**config.mk**
```make
export PLATFORM = sky130hd
export DESIGN_NAME = regfile_wb_arbiter
export DESIGN_NICKNAME = d
export VERILOG_FILES = /design/src/rtl/riscv_structures_pkg.sv /design/src/rtl/regfile_wb_arbiter_rr_arbiter.sv /design/src/rtl/regfile_wb_arbiter.sv
export SDC_FILE = /design/constraint.sdc
export NUM_CORES = 1
export LEC_CHECK = 0
export BUFFER_PORTS_ARGS = -buffer_cell sky130_fd_sc_hd__buf_4
export CAP_MARGIN = 20
export CELL_PAD_IN_SITES_DETAIL_PLACEMENT = 2
export CELL_PAD_IN_SITES_GLOBAL_PLACEMENT = 2
export CORE_MARGIN = 2
export CORE_UTILIZATION = 23
export DETAILED_ROUTE_END_ITERATION = 7
export HOLD_SLACK_MARGIN = 0.03
export PLACE_DENSITY_LB_ADDON = 0.1
export SETUP_SLACK_MARGIN = 0.3
export SYNTH_ARGS = -nofsm -noshare
export SYNTH_HDL_FRONTEND = slang
export SYNTH_SLANG_ARGS = --single-unit
```
**constraint.sdc**
```tcl
create_clock -name clk -period 2.99 [get_ports clk]
set_clock_uncertainty 0.05 [all_clocks]
set_input_delay 0 -clock clk [delete_from_list [all_inputs] [get_ports clk]]
set_output_delay 0 -clock clk [all_outputs]
set_load 0.05 [all_outputs]
```
**src/rtl/riscv_structures_pkg.sv**
```systemverilog
// Shared RISC-V datapath types and widths used by the writeback arbiter.
package riscv_structures;
  localparam int REG_ADDR_W = 5;
  localparam int XLEN       = 32;

  typedef struct packed {
    logic [REG_ADDR_W-1:0] addr;
    logic [XLEN-1:0]       data;
  } wb_req_t;
endpackage

```
**src/rtl/regfile_wb_arbiter_rr_arbiter.sv**
```systemverilog
// Round-robin arbiter: one-hot grant to the first request at or after the pointer.
module rr_arbiter #(
  parameter int N = 3,
  localparam int PW = (N > 1) ? $clog2(N) : 1
) (
  input  logic          clk,
  input  logic          rst,
  input  logic [N-1:0]  i_req,
  input  logic          i_en,
  output logic [N-1:0]  o_grant,
  output logic [PW-1:0] o_idx,
  output logic          o_vld
);
  logic [PW-1:0] r_ptr;
  logic [N-1:0]  w_grant;
  logic [PW-1:0] w_idx;
  logic          w_vld;

  always_comb begin
    int j;
    j       = 0;
    w_grant = '0;
    w_idx   = '0;
    w_vld   = 1'b0;
    for (int k = 0; k < N; k++) begin
      j = (int'(r_ptr) + k) % N;
      if (!w_vld && i_en && !rst && i_req[j]) begin
        w_grant[j] = 1'b1;
        w_idx      = PW'(j);
        w_vld      = 1'b1;
      end
    end
  end

  always_ff @(posedge clk or posedge rst) begin
    if (rst) r_ptr <= '0;
    else if (w_vld) r_ptr <= (w_idx == PW'(N-1)) ? '0 : w_idx + 1'b1;
  end

  assign o_grant = w_grant;
  assign o_idx   = w_idx;
  assign o_vld   = w_vld;
endmodule

```
**src/rtl/regfile_wb_arbiter.sv**
```systemverilog
// Shares the register-file write port among NUM_REQ writeback requesters.
// Define WB_ARB_TRACE_EN to print every accepted writeback.
module regfile_wb_arbiter
  import riscv_structures::*;
#(
  parameter int NUM_REQ = 3,
  parameter int ADDR_W  = REG_ADDR_W,
  parameter int DATA_W  = XLEN,
  localparam int PW = (NUM_REQ > 1) ? $clog2(NUM_REQ) : 1
) (
  input  logic                             clk,
  input  logic                             rst,
  input  logic [NUM_REQ-1:0]               req_valid,
  input  logic [NUM_REQ-1:0][ADDR_W-1:0]   req_addr,
  input  logic [NUM_REQ-1:0][DATA_W-1:0]   req_data,
  output logic [NUM_REQ-1:0]               req_ready,
  input  logic                             stall,
  output logic [ADDR_W-1:0]                a3,
  output logic                             we3,
  output logic [DATA_W-1:0]                wd,
  output logic                             busy
);
  typedef struct packed {
    logic [ADDR_W-1:0] addr;
    logic [DATA_W-1:0] data;
  } wb_req_p_t;

  logic [NUM_REQ-1:0] w_grant;
  logic [PW-1:0]      w_idx;
  logic               w_vld;
  wb_req_p_t          w_sel;
  logic [ADDR_W-1:0]  r_a3;
  logic               r_we3;
  logic [DATA_W-1:0]  r_wd;

  rr_arbiter #(.N(NUM_REQ)) u_arb (
    .clk     (clk),
    .rst     (rst),
    .i_req   (req_valid),
    .i_en    (~stall),
    .o_grant (w_grant),
    .o_idx   (w_idx),
    .o_vld   (w_vld)
  );

  assign w_sel.addr = req_addr[w_idx];
  assign w_sel.data = req_data[w_idx];

  // Writes to x0 are handshaken normally but never reach the register file.
  always_ff @(posedge clk or posedge rst) begin
    if (rst) begin
      r_a3  <= '0;
      r_we3 <= 1'b0;
      r_wd  <= '0;
    end else if (w_vld) begin
      r_a3  <= w_sel.addr;
      r_wd  <= w_sel.data;
      r_we3 <= (w_sel.addr != '0);
    end else begin
      r_we3 <= 1'b0;
    end
  end

`ifdef WB_ARB_TRACE_EN
  always_ff @(posedge clk) begin
    if (!rst && w_vld) begin
      if (w_sel.addr == '0)
        $display("%0t wb_arb: req %0d dropped x0 data=%h", $time, w_idx, w_sel.data);
      else
        $display("%0t wb_arb: req %0d x%0d <= %h", $time, w_idx, w_sel.addr, w_sel.data);
    end
  end
`endif

  assign req_ready = w_grant;
  assign a3        = r_a3;
  assign we3       = r_we3;
  assign wd        = r_wd;
  assign busy      = |(req_valid & ~w_grant);
endmodule

```
**Word-level counts from Yosys, hierarchy flattened**

Cells that the tools add are included.

- Mux-type cells: 30
- Bitwise logic cells: 5
- Add/sub/neg operators: 3
- Equal/unequal tests: 1
- Div/mod/pow operators: 3
- $lt $le $gt $ge: 7
- Reduce and logical (&&, ||, !) cells: 16

Operators by type and width:

| kind | number |
|---|---|
| greater-or-equal comparator 32 x 1 -> 1 bit, second input constant | 3 |
| < comparator 32 x 4 -> 1 bit, second input constant | 3 |
| binary-select mux 32 bit (select 2 bit) | 1 |
| modulo 32 x 3 -> 32 bit, second input constant | 2 |
| modulo 3 x 3 -> 32 bit, second input constant | 1 |
| 2-to-1 mux 32 bit | 1 |
| 2-to-1 mux 1 bit | 13 |
| logical AND 1 bit | 11 |
| binary-select mux 5 bit (select 2 bit) | 1 |
| 2-to-1 mux 3 bit | 3 |
| 2-to-1 mux 2 bit | 4 |
| binary-select mux 1 bit (select 2 bit) | 3 |
| demux 1 bit (select 2 bit) | 3 |
| bitwise OR 3 bit | 2 |
| 2-to-1 mux 5 bit | 1 |
| nonzero test 5 bit | 1 |
| adder 2 x 1 -> 3 bit, second input constant | 1 |
| adder 2 x 2 -> 3 bit, second input constant | 1 |
| bitwise AND 3 bit | 1 |
| logical NOT 1 bit | 3 |
| < comparator 2 x 3 -> 1 bit, second input constant | 1 |
| NOT 3 bit | 1 |
| OR reduction 3 bit | 1 |
| adder 2 x 1 -> 2 bit, second input constant | 1 |
| other kinds (2) | 2 |

- Output and inout port bits: 42
- Register bits after elaboration: 40
- Bits of input ports: 117
- Word-level logic and storage cells: 69

**Depth between registers and ports, before layout**

Gate-level depths: netlist (run 1).

- Depth in word-level cells: 20
- Mapped depth: 10
- Mapped depth without buffers: 8

**Modules after synthesis**

From an unflattened synthesis (run 1), not the netlist that was laid out.

- Cells, all modules: 309
- Area total of the unflattened synthesis: 2663.8 um2

By module, submodules not included:

| module | sequential area each (um2) | cells each | area an instance (um2) | instances |
|---|---|---|---|---|
| regfile_wb_arbiter | 950.9 | 244 | 2155.8 | 1 |
| rr_arbiter | 50.0 | 65 | 508.0 | 1 |

**Least setup slack after synthesis (run 1)**

No wires, ideal clock.

- Kind: flip-flop to output port
- From: register u_arb.r_ptr[1]
- To: output port busy
- Setup slack: 0.046 ns
- Required time: 2.940 ns
- Arrival time: 2.894 ns
- Path buffers: 1
- Stages on the path, launching flop included: 10
- Cell sequence: dfrtp_1 -> inv_1 -> ha_1 -> buf_4 -> mux2_4 -> nor2_1 -> a21oi_2 -> nand3_1 -> a21oi_1 -> o221ai_1

- Cells in the longest elaborated chain, start to end: 19
- Elaborated cells on any way between the ends: 48
- Classes of those cells: add/sub (2); div (3); order compare (6); mux (20); bitwise (4); reduce/logical (13)

RTL lines:

| element | RTL line | text |
|---|---|---|
| start, declared | regfile_wb_arbiter_rr_arbiter.sv:14 | `logic [PW-1:0] r_ptr;` |
| start signal, assigned | regfile_wb_arbiter_rr_arbiter.sv:37 | `else if (w_vld) r_ptr <= (w_idx == PW'(N-1)) ? '0 : w_idx + 1'b1;` |
| branches (longest 15 deep; another with modulo 32 x 3 -> 32 bit) | - |  |
| 2-to-1 mux 3 bit * | regfile_wb_arbiter_rr_arbiter.sv:27 | `if (!w_vld && i_en && !rst && i_req[j]) begin` |
| via req_ready[2] | regfile_wb_arbiter.sv:16 | `output logic [NUM_REQ-1:0] req_ready,` |
| NOT 3 bit * | regfile_wb_arbiter.sv:79 | `assign busy = \|(req_valid & ~w_grant);` |
| bitwise AND 3 bit * | regfile_wb_arbiter.sv:79 |  |
| OR reduction 3 bit * | regfile_wb_arbiter.sv:79 |  |
| end, declared | regfile_wb_arbiter.sv:21 | `output logic busy` |

Mark *: on every way through the listed nets, which the timed path passes. The select of a mux whose other input is x is not followed.

**Worst setup path in the final report (run 1)**

- From: register u_arb.r_ptr[0]
- To: output port busy

- Cells in the longest elaborated chain, start to end: 19
- Elaborated cells on any way between the ends: 48
- Classes of those cells: add/sub (2); div (3); order compare (6); mux (20); bitwise (4); reduce/logical (13)

RTL lines:

| element | RTL line |
|---|---|
| branches (longest 15 deep; another with modulo 32 x 3 -> 32 bit) | - |
| 2-to-1 mux 3 bit * | regfile_wb_arbiter_rr_arbiter.sv:27 |
| NOT 3 bit * | regfile_wb_arbiter.sv:79 |
| bitwise AND 3 bit * | regfile_wb_arbiter.sv:79 |
| OR reduction 3 bit * | regfile_wb_arbiter.sv:79 |

Mark *: on every way between the ends. The select of a mux whose other input is x is not followed.

==> results of run 1 <==
[flip-flops by register name, summed over array words and instances, names as in the netlist]
| register | count |
|---|---|
| wd | 32 |
| we3 | 1 |
| u_arb.r_ptr | 2 |
| a3 | 5 |
[metal layers]
layer  vias to the layer above  share of wire, %  GRT usage [%]
met5                         -                 0              0
met4                         0               1.2          4.945
met3                        11               5.7          5.024
met2                       107                53          38.36
met1                      1482                40          24.12
li1                       1382                 -              -
[logic make-up after synthesis]
group | Yosys count
flops | 40
fa+ha+maj | 5
simple gates | 38
mux | 39
buf+inv | 26
compound gates | 97
[critical path: stages (launching register included)]
cell and delay, ps:
dfrtp_2 450, inv_1 140, ha_4 270, nor4bb_4 280, a31oi_1 80, o22ai_2 270
a32oi_1 130, o311ai_1 250, o221ai_1 170, buf_4 210
[worst paths after layout]
path	end	depth (start not counted)
worst max-delay path	busy	9
worst min-delay path	we3$_DFF_PP0_	3
worst min register to register	wd[7]$_DFFE_PP0P_	1
worst max register to register	wd[15]$_DFFE_PP0P_	8
max in group asynchronous	u_arb.r_ptr[0]$_DFFE_PP0P_	3
min in group asynchronous	wd[8]$_DFFE_PP0P_	3
[stage by stage]
step / worst slack (ps) / setup TNS (ps) / power, mW / utilization [%] / hold slack (ps)
after global routing: 194.6 / 0 / 4.260 / 45.25 / 92.90
final: 387.0 / 0 / 4.026 / 45.25 / 61.27
after detailed placement: -24.80 / -24.80 / 3.456 / 36.26 / 191.6
after global placement: 219.6 / 0 / 3.385 / 36.26 / 177.4
after floorplan: 351.2 / 0 / 2.664 / - / 89.14
after CTS: 339.1 / 0 / 3.960 / 44.71 / 54.23
[layout make-up]
class | instances | area (µm²) | share of cell area [%]
clock buffer | 5 | 68.82 | 1.460
clock inverter | 2 | 12.51 | 0.2655
inverter | 6 | 22.52 | 0.4778
multi-input combinational | 179 | 1381 | 29.31
sequential | 40 | 1002 | 21.26
tap | 136 | 170.2 | 3.610
timing repair buffer | 246 | 2056 | 43.62
[power by group]
part           switching (mW)  internal, mW  leakage (nW)  total [mW]
Sequential              0.190         0.806         0.489       0.996
Clock                   0.210         0.159        0.0400       0.369
Combinational            1.72         0.942          1.64        2.66
Total                    2.12          1.91          2.16        4.03
[layout by cell type (no fill, tap or decap), drive strengths merged, types with 2 or more instances in the layout]
cell / count
buf: 169
dlygate4sd3: 77
dfrtp: 40
mux2i: 37
o21ai: 29
a22oi: 25
nor2: 15
a21o: 12
a211oi: 11
nand2: 9
inv: 6
clkbuf: 5
nand2b: 4
a21oi: 4
ha: 4
a31oi: 2
nand3: 2
o221ai: 2
o21a: 2
nor3: 2
mux2: 2
o2111a: 2
or2: 2
[what timing repair did]
item | 4_1_cts | 5_1_grt
buffers inserted | 0 | 5
setup endpoints to repair | 40 | 40
hold endpoints to repair | 66 | 0
pin swaps | 1 | 1
cloned | 0 | 0
hold buffers | 77 | 0
gates resized for setup | 7 | 3
==> flow_metrics.env, run 1 <==
export IMPL_cts_root_buffer="clkbuf_8"
export IMPL_area_growth_pct=89.87
export IMPL_gr_total_overflow=0
export IMPL_worst_ep_required_time_ps=2940
export IMPL_ir_drop_uv=449.0
export IMPL_startpoint_type="flip-flop"
export IMPL_finalHoldViolCount=0
export IMPL_gp_congestion=0.7085
export IMPL_synth_edf_count=0
export IMPL_startpoint="u_arb.r_ptr[0]$_DFFE_PP0P_"
export IMPL_nets=599
export IMPL_htreeDepth=2
export IMPL_path_class="flip-flop to output pin"
export IMPL_place_area_um2=3777
export IMPL_worst_pin_slew_ps=885.3
export IMPL_min_delay_start="req_addr[0]"
export IMPL_portBuffers=158
export IMPL_grt_max_degree=55
export IMPL_drc=0
export IMPL_slew_headroom_pct=40.89
export IMPL_synth_top_family_by_area="compound AO/OA/AOI/OAI gates"
export IMPL_synthTopCellsByArea="dfrtp_1 (40%), mux2i_1 (15%), a22oi_1 (7.6%), o21ai_1 (4.2%), a21o_1 (3.6%)"
export IMPL_cts_tree="built"
export IMPL_yosysSeqAreaShare_pct=40.32
export IMPL_final_cells=614
export IMPL_yosys_area_top_type="dfrtp_1"
export IMPL_ioPinCount=159
export IMPL_yosys_area_share_simple_pct=7.208
export IMPL_synth_cell_area_um2=2482
export IMPL_initial_core_util_pct=23.83
export IMPL_arrival_ps=2550
export IMPL_vias_per_cell=4.857
export IMPL_worstSkewPairLatency_ps=300
export IMPL_synth_top_area_share_pct=40.32
export IMPL_rows=37
export IMPL_rrSetupSlack_ps=460
export IMPL_cts_clk_slew_worst_paths_ps=80
export IMPL_routed_wl_mm=12.11
export IMPL_syn_nets=366
export IMPL_fillers=1092
export IMPL_p_per_area_nw_per_um2=854.3
export IMPL_crit_fanout=12
export IMPL_n_antenna_cell=0
export IMPL_fin_crit_ps=2603
export IMPL_worstSetupEndpointType="output pin"
export IMPL_max_freq_mhz=384.2
export IMPL_ys_ff_latch=40
export IMPL_status="finished, final reports clean"
export IMPL_dieHeight_um=107.9
export IMPL_synth_most_common_cell="dfrtp_1"
export IMPL_ys_top_cells_by_count="dfrtp_1 (40), mux2i_1 (37), a22oi_1 (25), o21ai_1 (21), nor2_1 (15)"
export IMPL_first_global_vias=3464
export IMPL_via_count=2982
export IMPL_firstDrtPassIters=4
export IMPL_core_region_area_um2=10420
export IMPL_yosysWarnings=0
export IMPL_r2r_start="u_arb.r_ptr[0]$_DFFE_PP0P_"
export IMPL_grt_usage_pct=20.83
export IMPL_cts_buffer_depth=2
export IMPL_drive_above_1_share_pct=40.59
export IMPL_dp_cells=525
export IMPL_die_w_um=107.9
export IMPL_cap_viol_max_count=0
export IMPL_wl_per_cell_um=19.72
export IMPL_synth_compound_area_share_pct=28.02
export IMPL_rsz0062_at_grt="true"
export IMPL_async_flop_share_pct=100.0
export IMPL_hold_class="input pin to flip-flop"
export IMPL_cts_sinks=40
export IMPL_drt_iter0_drc=69
export IMPL_setup_viol=0
export IMPL_synth_distinct_cells=41
export IMPL_synthMuxAreaShare_pct=15.98
export IMPL_dieArea_um2=11640
export IMPL_synth_xor_xnor_area_share_pct=0
export IMPL_final_max_slew_viol_count=0
export IMPL_grt_pass1_wl_mm=18.75
export IMPL_postRouteAntennaNets=0
export IMPL_timing_final_crit_share_pct=87.06
export IMPL_p_leak_nw=2.165
export IMPL_syn_inst=245
export IMPL_synth_fa_ha_area_share_pct=2.470
export IMPL_synthFlopType="dfrtp_1"
export IMPL_antenna_found_initial=0
export IMPL_dp_hpwl_mm=7.083
export IMPL_fin_area_um2=4713
export IMPL_cts_made_buffers=5
export IMPL_synth_avg_cell_area_um2=10.13
Note: power is estimated with default switching activity, not from simulation.
==> run 2: changes to the inputs <==
SYNTH_HIERARCHICAL = 1   (was unset)
==> flow_metrics.env, run 2 <==
export IMPL_layout_common_cells="buf_4 (169), nor2_1 (68), a21oi_1 (67), mux2i_1 (39), dfrtp_1 (39)"
export IMPL_antenna_found_initial=0
export IMPL_area_growth_pct=74.26
export IMPL_worstSkewPairLatency_ps=280
export IMPL_setup_viol=0
export IMPL_p_leak_nw=2.086
export IMPL_ir_drop_uv=409.9
export IMPL_r2r_start="u_arb/r_ptr[0]$_DFFE_PP0P_"
export IMPL_gp_congestion=0.7741
export IMPL_synth_distinct_cells=49
export IMPL_cts_sinks=40
export IMPL_whs_path_depth=3
export IMPL_multi_input_comb_area_um2=1545
export IMPL_cts_tree="built"
export IMPL_wl_per_cell_um=17.34
export IMPL_startpoint_type="flip-flop"
export IMPL_cts_root_buffer="clkbuf_16"
export IMPL_synth_top_area_share_pct=37.58
export IMPL_dp_hpwl_mm=7.779
export IMPL_fin_ws_ps=383.3
export IMPL_async_flop_share_pct=100.0
export IMPL_grt_usage_pct=17.97
export IMPL_path_class="flip-flop to flip-flop"
export IMPL_synthTopCellsByArea="dfrtp_1 (38%), mux2i_1 (15%), a21oi_1 (13%), nor2_1 (9.9%), mux2_2 (2.1%)"
export IMPL_fin_crit_ps=2607
export IMPL_final_cells=643
export IMPL_final_common_cell="buf_4"
export IMPL_final_max_slew_viol_count=0
export IMPL_firstDrtPassIters=4
export IMPL_cts_clk_slew_worst_paths_ps=60
export IMPL_r2r_end="we3$_DFF_PP0_"
export IMPL_total_power_mw=4.178
export IMPL_dp_cells=594
export IMPL_dp_slack_ps=157.1
export IMPL_grt_pass1_wl_mm=17.99
export IMPL_ys_top_cells_by_count="nor2_1 (70), a21oi_1 (68), dfrtp_1 (40), mux2i_1 (40), inv_1 (11)"
export IMPL_drc=0
export IMPL_slew_headroom_pct=42.58
export IMPL_min_delay_start="req_addr[6]"
export IMPL_vias_per_cell=4.703
export IMPL_syn_nets=430
export IMPL_routed_wl_mm=11.15
export IMPL_yosysSeqAreaShare_pct=37.58
export IMPL_gr_total_overflow=0
export IMPL_drt_iter0_drc=79
export IMPL_yosysWarnings=6
export IMPL_status="finished, final reports clean"
export IMPL_initial_core_util_pct=23.43
export IMPL_worst_pin_slew_ps=860.0
export IMPL_fillers=1283
export IMPL_finalHoldViolCount=0
export IMPL_core_region_area_um2=11370
export IMPL_rows=39
export IMPL_ys_ff_latch=40
export IMPL_nets=620
export IMPL_p_per_area_nw_per_um2=900.0
export IMPL_htreeDepth=2
export IMPL_synth_edf_count=0
export IMPL_largest_reg_flops=32
export IMPL_postRouteAntennaNets=0
export IMPL_ioPinCount=159
export IMPL_die_w_um=111.6
export IMPL_yosys_area_top_type="dfrtp_1"
export IMPL_synth_most_common_cell="nor2_1"
export IMPL_cap_viol_max_count=0
export IMPL_hold_end="a3[1]$_DFFE_PP0P_"
export IMPL_drive_above_1_share_pct=41.40
export IMPL_grt_max_degree=39
export IMPL_max_freq_mhz=383.6
export IMPL_fin_tns_setup_ps=0
export IMPL_worst_ep_required_time_ps=3100
export IMPL_rrSetupSlack_ps=380
export IMPL_synth_avg_cell_area_um2=8.621
export IMPL_syn_inst=309
export IMPL_dieArea_um2=12460
export IMPL_synthFlopType="dfrtp_1"
export IMPL_arrival_ps=2720
export IMPL_cts_buffer_depth=2
export IMPL_rsz0062_at_grt="true"
export IMPL_timing_final_crit_share_pct=87.18
export IMPL_worstSetupEndpointType="flip-flop"
export IMPL_hold_class="input pin to flip-flop"
export IMPL_n_antenna_cell=0
export IMPL_worst_r2r_path_depth=10
export IMPL_ff_latch_area_um2=1002
export IMPL_first_global_vias=3360
export IMPL_synth_cell_area_um2=2664
export IMPL_via_count=3024
export IMPL_portBuffers=158
export IMPL_crit_fanout=10
export IMPL_dieHeight_um=111.6
export IMPL_cts_made_buffers=5
==> run 2: cell types whose count changed in the layout (fill, tap and decap cells not counted), sizes merged, moves of 5 or more <==
cell,before,now
dlygate4sd3,77,34
a21oi,4,69
inv,6,11
a22oi,25,1
nand2,9,2
nor2,15,70
a211oi,11,0
a21o,12,1
o21ai,29,4
==> run 2: worst max-delay path: stages (launching register included) <==
cell	delay (ps)
dfrtp_2	430
inv_2	90
ha_4	230
maj3_1	350
o221a_2	280
and2_2	210
nor2b_4	140
buf_12	130
o2bb2ai_1	140
nor4_1	320
a21boi_1	100
==> run 2: cell type report <==
class / instances / share of cell area [%]
repair buffers: 208 / 37.09
inverters: 11 / 0.9434
clock buffers: 7 / 3.073
flip-flops and latches: 40 / 21.59
multi-input cells: 233 / 33.29
well taps: 143 / 3.854
clock inverters: 1 / 0.1617
==> run 2: worst max-delay path by stage <==
stage                                     from            end
floorplan           u_arb/r_ptr[0]$_DFFE_PP0P_           busy
global route        u_arb/r_ptr[0]$_DFFE_PP0P_  we3$_DFF_PP0_
global placement    u_arb/r_ptr[1]$_DFFE_PP0P_  we3$_DFF_PP0_
detailed placement  u_arb/r_ptr[1]$_DFFE_PP0P_  we3$_DFF_PP0_
finish              u_arb/r_ptr[0]$_DFFE_PP0P_  we3$_DFF_PP0_
CTS                 u_arb/r_ptr[0]$_DFFE_PP0P_  we3$_DFF_PP0_
==> run 2: timing repair <==
action,4_1_cts,5_1_grt
resized for setup,4,7
endpoints found under the setup margin,39,37
gates cloned,1,0
pin swaps,2,1
buffers inserted,5,1
hold endpoints to repair,74,0
hold buffers,34,0
==> run 2: per-layer routing <==
layer / vias to the layer above / track usage [%] / share of wire, %
met2: 95 / 31.19 / 49
met3: 11 / 3.375 / 4.8
met1: 1463 / 23.24 / 45
met5: - / 0 / 0
met4: 0 / 4.033 / 1.2
li1: 1455 / - / -
==> run 2: kinds of logic after synthesis <==
group                      synth area share [%]
AOI/OAI and AO/OA                         20.01
muxes                                     17.14
adders and majority gates                 2.255
and+or+nand+nor                           15.64
DFF                                       37.58
buffers and inverters                     7.374
==> run 2: where the power goes <==
group | internal [mW] | switching [mW] | total, mW
clock network | 0.333 | 0.232 | 0.566
registers | 0.803 | 0.163 | 0.966
logic | 0.950 | 1.70 | 2.65
==> run 2: through the flow <==
step | instance area, µm² | util, % | hold WS [ps]
6_report | 4642 | 40.83 | 66.31
4_1_cts | 4603 | 40.49 | 64.15
2_1_floorplan | 2691 | - | -300.5
3_3_place_gp | 4023 | 35.38 | -146.5
3_5_place_dp | 4023 | 35.38 | -154.5
5_1_grt | 4642 | 40.83 | 76.39
==> run 3: changes to the inputs <==
CORE_MARGIN = unset   (was 2)
CTS_BUF_LIST = sky130_fd_sc_hd__clkbuf_16   (was unset)
SLEW_MARGIN = 10   (was unset)
==> flow_metrics.env, run 3 (synthesis gave the netlist of run 2 again) <==
export IMPL_arrival_ps=2660
export IMPL_htreeDepth=2
export IMPL_cts_root_buffer="clkbuf_16"
export IMPL_final_max_slew_viol_count=0
export IMPL_final_cells=639
export IMPL_min_delay_start="req_addr[8]"
export IMPL_startpoint="u_arb/r_ptr[0]$_DFFE_PP0P_"
export IMPL_seqPwrFrac_pct=22.4
export IMPL_grt_usage_pct=17.85
export IMPL_slew_headroom_pct=41.19
export IMPL_postRouteAntennaNets=0
export IMPL_first_global_vias=3284
export IMPL_worstSetupEndpointType="flip-flop"
export IMPL_drt_iter0_drc=70
export IMPL_dieArea_um2=12020
export IMPL_worst_pin_slew_ps=880.9
export IMPL_nets=619
export IMPL_path_class="flip-flop to flip-flop"
export IMPL_max_freq_mhz=392.7
export IMPL_rows=38
export IMPL_routed_wl_mm=10.95
export IMPL_rsz0062_at_grt="true"
export IMPL_core_region_area_um2=11080
export IMPL_antenna_found_initial=0
export IMPL_drive_above_1_share_pct=42.08
export IMPL_total_power_mw=4.250
export IMPL_status="finished, final reports clean"
export IMPL_crit_fanout=11
export IMPL_holdWs_ps=72.80
export IMPL_p_switching_mw=2.104
export IMPL_cts_sinks=40
export IMPL_p_leak_nw=2.094
export IMPL_dp_cells=593
export IMPL_initial_core_util_pct=24.05
export IMPL_largest_reg_flops=32
export IMPL_startpoint_type="flip-flop"
export IMPL_ioPinCount=159
export IMPL_dp_hpwl_mm=8.006
export IMPL_fin_util_pct=42.16
export IMPL_worst_ep_required_time_ps=3100
export IMPL_dp_slack_ps=17.53
export IMPL_die_w_um=109.6
export IMPL_n_antenna_cell=0
export IMPL_portBuffers=158
export IMPL_vias_per_cell=4.726
export IMPL_r2r_start="u_arb/r_ptr[0]$_DFFE_PP0P_"
export IMPL_fin_tns_setup_ps=0
export IMPL_dieHeight_um=109.6
export IMPL_ir_drop_uv=400.4
export IMPL_fin_area_um2=4671
export IMPL_pwr_share_comb_pct=62.9
export IMPL_worstSkewPairLatency_ps=280
export IMPL_cts_tree="built"
export IMPL_cts_made_buffers=5
export IMPL_timing_final_crit_share_pct=85.18
export IMPL_fin_ws_ps=443.2
export IMPL_swShare_pct=49.51
export IMPL_final_common_cell="buf_4"
export IMPL_place_area_um2=4020
export IMPL_layout_common_cells="buf_4 (167), nor2_1 (68), a21oi_1 (67), mux2i_1 (39), dfrtp_1 (39)"
export IMPL_p_int_mw=2.146
export IMPL_cts_buffer_depth=2
export IMPL_drc=0
export IMPL_gp_congestion=0.8125
export IMPL_setup_viol=0
export IMPL_cap_viol_max_count=0
export IMPL_fin_crit_ps=2547
export IMPL_area_growth_pct=75.34
export IMPL_hold_class="input pin to flip-flop"
export IMPL_p_per_area_nw_per_um2=910.0
export IMPL_grt_pass1_wl_mm=16.43
export IMPL_via_count=3020
export IMPL_clockPowerShare_pct=14.7
export IMPL_firstDrtPassIters=4
export IMPL_gr_total_overflow=0
export IMPL_cts_clk_slew_worst_paths_ps=70
export IMPL_grt_max_degree=40
export IMPL_finalHoldViolCount=0
export IMPL_wl_per_cell_um=17.14
run 3: power groups by stage:
stage,registers [mW],clock network [mW],logic (mW)
after floorplan,1.82,0,0.822
after global placement,0.954,0,2.48
after detailed placement,0.965,0,2.54
after CTS,0.953,0.649,2.62
after global routing,0.991,0.666,2.85
final,0.952,0.624,2.68
run 3: path summary, 6_finish.rpt:
kind,to,cells past startpoint,slack [ps]
min reg2reg,a3[4]$_DFFE_PP0P_,1,470
min in group asynchronous,u_arb/r_ptr[0]$_DFFE_PP0P_,3,120
max reg2reg,we3$_DFF_PP0_,9,440
max in group asynchronous,wd[23]$_DFFE_PP0P_,3,1900
min,a3[3]$_DFFE_PP0P_,3,70
max,we3$_DFF_PP0_,9,440
run 3: what timing repair did:
item,in CTS,in global routing
buffers inserted,2,2
hold buffers,34,0
gates resized for setup,5,17
endpoints found under the hold margin,74,0
setup endpoints to repair,38,33
pin swaps,1,2
run 3: metal layers:
| metal | vias to the layer above | GRT usage (%) | wire [µm] |
|---|---|---|---|
| met4 | 0 | 2.286 | 78 |
| met2 | 85 | 33.78 | 5788 |
| met1 | 1474 | 21.10 | 4468 |
| met3 | 4 | 3.616 | 618 |
| met5 | - | 0 | 0 |
| li1 | 1457 | - | - |
run 3: layout make-up:
cell class,instances,area (µm²)
tap,140,175.2
fill,1228,6407
clock inverter,3,46.29
multi-input combinational,233,1584
inverter,11,46.29
timing repair buffer,207,1692
clock buffer,5,125.1
sequential,40,1002
run 3: critical path, cell delays in order, from the launching register on:
cell       delay [ps]
dfrtp_1           390
inv_1             140
ha_4              250
maj3_1            350
o221a_2           280
and2_1            190
nor2b_4           180
o2bb2ai_2         180
nor4_4            310
a21boi_1          100
